<file path="src/rtl/blk_coding_scheduler.sv">
// Block-coding sequencer: serial payload load, CRC/turbo handshakes, rate-matched
// bit counting, with a watchdog that aborts any stalled handshake.
module blk_coding_scheduler #(
   parameter int TBS = 16,
   parameter int G   = 132,
   parameter int TMO = 1024
) (
   input  logic        i_clk,
   input  logic        i_rst,
   input  logic        i_start,
   input  logic        i_data,
   input  logic        i_crc_valid,
   input  logic        i_turbo_valid,
   input  logic        i_rm_valid,
   output logic        o_data_req,
   output logic        o_data_crc,
   output logic        o_enable_turbo,
   output logic        o_busy,
   output logic        o_done,
   output logic        o_error,
   output logic [15:0] o_bit_cnt
);

   localparam int LW = (TBS > 1) ? $clog2(TBS) : 1;
   localparam int WW = (TMO > 1) ? $clog2(TMO) : 1;
   localparam logic [LW-1:0] LOAD_LAST = LW'(TBS - 1);
   localparam logic [WW-1:0] WD_LAST   = WW'(TMO - 1);
   localparam logic [15:0]   CNT_LAST  = 16'(G - 1);

   typedef enum logic [2:0] {
      IDLE, LOAD, WAIT_CRC, ENCODE, RATE_MATCH, DONE, ERROR
   } state_t;

   state_t        state_q, state_d;
   logic [LW-1:0] load_cnt_q, load_cnt_d;
   logic [WW-1:0] wd_q, wd_d;
   logic [15:0]   bit_cnt_q, bit_cnt_d;
   logic          data_req_q, data_req_d;
   logic          data_crc_q, data_crc_d;
   logic          enable_turbo_q, enable_turbo_d;
   logic          busy_q, busy_d;
   logic          done_q, done_d;
   logic          error_q, error_d;
   logic          wd_run;
   logic          qual_evt;

   always_comb begin
      state_d    = state_q;
      load_cnt_d = load_cnt_q;
      wd_d       = wd_q;
      bit_cnt_d  = bit_cnt_q;
      wd_run     = 1'b0;
      qual_evt   = 1'b0;

      case (state_q)
         IDLE: begin
            if (i_start) begin
               state_d    = LOAD;
               bit_cnt_d  = '0;
               load_cnt_d = '0;
            end
         end
         LOAD: begin
            if (load_cnt_q == LOAD_LAST) state_d = WAIT_CRC;
            else                         load_cnt_d = load_cnt_q + 1'b1;
         end
         WAIT_CRC: begin
            wd_run = 1'b1;
            if (i_crc_valid) begin
               qual_evt = 1'b1;
               state_d  = ENCODE;
            end
         end
         ENCODE: begin
            wd_run = 1'b1;
            if (i_turbo_valid) begin
               qual_evt = 1'b1;
               state_d  = RATE_MATCH;
            end
         end
         RATE_MATCH: begin
            wd_run = 1'b1;
            if (i_rm_valid) begin
               qual_evt  = 1'b1;
               bit_cnt_d = bit_cnt_q + 1'b1;
               if (bit_cnt_q == CNT_LAST) state_d = DONE;
            end
         end
         DONE:    state_d = IDLE;
         ERROR:   state_d = IDLE;
         default: state_d = IDLE;
      endcase

      // Expiry is only tested when no event fired, so a same-cycle event wins.
      if (state_d != state_q || qual_evt) begin
         wd_d = '0;
      end else if (wd_run) begin
         if (wd_q == WD_LAST) begin
            state_d = ERROR;
            wd_d    = '0;
         end else begin
            wd_d = wd_q + 1'b1;
         end
      end

      data_req_d     = (state_d == LOAD);
      data_crc_d     = data_req_q & i_data;
      enable_turbo_d = (state_d == ENCODE) || (state_d == RATE_MATCH);
      busy_d         = (state_d != IDLE);
      done_d         = (state_d == DONE);
      error_d        = (state_d == ERROR);
   end

   always_ff @(posedge i_clk or posedge i_rst) begin
      if (i_rst) begin
         state_q        <= IDLE;
         load_cnt_q     <= '0;
         wd_q           <= '0;
         bit_cnt_q      <= '0;
         data_req_q     <= 1'b0;
         data_crc_q     <= 1'b0;
         enable_turbo_q <= 1'b0;
         busy_q         <= 1'b0;
         done_q         <= 1'b0;
         error_q        <= 1'b0;
      end else begin
         state_q        <= state_d;
         load_cnt_q     <= load_cnt_d;
         wd_q           <= wd_d;
         bit_cnt_q      <= bit_cnt_d;
         data_req_q     <= data_req_d;
         data_crc_q     <= data_crc_d;
         enable_turbo_q <= enable_turbo_d;
         busy_q         <= busy_d;
         done_q         <= done_d;
         error_q        <= error_d;
      end
   end

   assign o_data_req     = data_req_q;
   assign o_data_crc     = data_crc_q;
   assign o_enable_turbo = enable_turbo_q;
   assign o_busy         = busy_q;
   assign o_done         = done_q;
   assign o_error        = error_q;
   assign o_bit_cnt      = bit_cnt_q;

endmodule

</file>
<file path="config.mk">
export PLATFORM = sky130hd
export DESIGN_NAME = blk_coding_scheduler
export DESIGN_NICKNAME = d
export VERILOG_FILES = /design/src/rtl/blk_coding_scheduler.sv
export SDC_FILE = /design/constraint.sdc
export NUM_CORES = 1
export LEC_CHECK = 0
export CORE_MARGIN = 2
export CORE_UTILIZATION = 25
export DETAILED_ROUTE_END_ITERATION = 7
export GPL_ROUTABILITY_DRIVEN = 0
export GPL_TIMING_DRIVEN = 0
export PLACE_DENSITY = 0.41
export SLEW_MARGIN = 20
export SYNTH_ARGS = -nofsm -noshare
export SYNTH_HDL_FRONTEND = slang
export SYNTH_SLANG_ARGS = --single-unit
export TNS_END_PERCENT = 10
</file>
<file path="constraint.sdc">
create_clock -name i_clk -period 3.8 [get_ports i_clk]
set_input_delay 0.76 -clock i_clk [delete_from_list [all_inputs] [get_ports i_clk]]
set_output_delay 0.76 -clock i_clk [all_outputs]
set_load 0.03 [all_outputs]
</file>
==> flow_summary.ini <==
[outcome]
status = finished, final reports clean

[sta]
worstMarginPinSlew_ps = 434
rsz0062_at_grt = no
fin_worst_skew_ps = 7.35
hold-worst-slack_ps = 485
fmax_mhz = 436
fin_crit_ps = 2290
setup_viol = 0
maxSlewHeadroom_pct = 71.0
period_share_pct = 60.4
maxSlewViolCount = 0
hold_viol = 0
post-route-worst-setup-slack_ps = 1510
finalSetupTns_ps = 0

[clocking]
htree_levels = 2
cts_root_buffer = clkbuf_8
cts_hold_buf = 0
cts_resized = 0
clk_pin_slew_ps = 80
cts_tree = built
cts_inserted_buffers = 5
clock_latency_ps = 290
post_cts_buffers = 0
clock-sinks = 39
clock_path_buffers = 2

[floorplan]
fp.dieW_um = 95.7
num_io_pins = 29
core-area_mm2 = 0.00818
num_rows = 33
die_area_mm2 = 0.00916
fp.dieH_um = 95.7
initial_core_util_pct = 25.7

[yosys]
synthArstFlopShare_pct = 100
yosysWarnings = 0
netlist-cell-type-count = 49
synth_largest_area_cell = dfrtp_1
syn_nets = 226
synth.top_cells.by_area = dfrtp_1, nand3_1, o21ai_0, xor2_1, nor2_1
synth-seq-cells = 39
synth_edf_count = 0
synth_ff_type = dfrtp_1
avgSynthCellArea_um2 = 9.73
synth_top_area_share_pct = 46.4
synth.cell_area_mm2 = 0.00210
synthCells = 216
seq_area_frac_synth_pct = 46.4

[setup_path]
worstPathRequired_ps = 3990
crit_fanout = 5
setup.worst_path.class = primary input to flop
arrival_ps = 2480
start_kind = primary input
worstReg2RegEnd = wd_q[8]
r2r_start = o_bit_cnt[5]
r2r_slack_ps = 1880
end_kind = flop
r2r_cells = 6

[detailed_routing]
drcViolationCount = 0
drt_iter0_drc = 75
wl_per_cell_um = 13.1
routed_wl_um = 4680
via_count = 1677
first_pass_iters = 4
ant_nets = 0
drt-vias-per-instance = 4.68

[grt]
grt_start_max_net_pins = 27
grt_pass1_vias = 1691
overflow = 0
antenna_found_initial = 0
grt_pass1_wl_um = 8140
grtUsageTotal_pct = 11.7

[finish]
area_delta_synth_final_pct = 26.1
antenna_cells = 0
stdcell_count = 358
fin_nets = 262
layout.cells.most_common = dfrtp_1
drive_gt1_share_pct = 11.9
final_cell_mix = dfrtp_1, clkdlybuf4s50_1, nor2_1

[power_and_ir_drop]
power_density_mw_per_mm2 = 505
vdd_drop_max_mv = 0.364
leakagePower_nw = 1.11

[worst_hold_path]
hp-start = o_data_req
hold_depth = 1
min_path_type = flop to flop
min_to = o_data_crc

[job]
cap_violations = 0

[place]
dp.cells = 350
hpwlAfterDp_um = 3490
io_buffers = 28
post-place-ws_ps = 1170
[per-stage QoR]
step	utilization (%)	total power, mW	area (um2)
floorplan	-	0.861	2100
global placement	30.7	0.990	2510
CTS	32.4	1.36	2650
finish	32.4	1.34	2650
global route	32.4	1.44	2650
detailed placement	31.0	0.990	2530
[where the power goes]
group / total [mW] / internal, mW / leakage, nW / switching, mW
clock network: 0.363 / 0.213 / 0.0612 / 0.151
registers: 0.516 / 0.466 / 0.527 / 0.0500
logic: 0.461 / 0.179 / 0.520 / 0.282
[layer usage]
layer	global-route usage (%)	vias up	wire length (um)	part of all wire [%]
li1	-	842	-	-
met1	15.6	787	2250	48
met2	18.1	41	2090	45
met3	2.82	7	245	5.2
met4	5.00	0	93	2.0
met5	0	-	0	0
[synthesized netlist by cell type (3+ instances only)]
library cell	number
nand2_1	21
inv_1	4
buf_6	3
dfrtp_1	39
nand3_1	18
nand2_2	3
o21ai_0	18
nor3_1	3
nor2b_1	3
nor2_1	23
and3_1	5
a21oi_1	6
or3_1	5
xor2_1	10
nand4_1	5
ha_1	3
clkbuf_1	4
[critical path, cell delays in order]
cell	delay [ps]
clkdlybuf4s50_1	540
and4bb_2	320
nand2_2	120
o2111ai_4	300
xor2_2	200
nor2_1	60
a22o_1	180
[worst max path at each step]
stage                     from       endpoint  depth (start not counted)
floorplan              i_start        wd_q[6]                          6
global placement         i_rst  load_cnt_q[2]                          2
detailed placement  i_rm_valid        wd_q[8]                          7
CTS                 i_rm_valid        wd_q[8]                          7
global route        i_rm_valid        wd_q[8]                          7
finish              i_rm_valid        wd_q[8]                          7
[cell families after synthesis]
group | synth area share, %
compound gates | 14.3
xor+xnor | 5.77
fa+ha+maj | 1.79
buf+inv | 3.04
flops | 46.4
mux | 0.952
simple gates | 27.7
[sequential cells by signal (all words and copies together) (netlist names)]
name            cells
o_bit_cnt          16
o_error             1
o_data_crc          1
o_enable_turbo      1
o_data_req          1
o_busy              1
o_done              1
wd_q               10
state_q             3
load_cnt_q          4
[cell type report]
class,count,area (um2)
clock buffers,6,82.6
clock inverters,2,35.0
repair buffers,29,300
fillers,873,5520
multi-input cells,166,1060
flip-flops and latches,39,976
inverters,4,15.0
plain buffers,7,48.8
well taps,105,131
(Power assumes the default switching activity.)
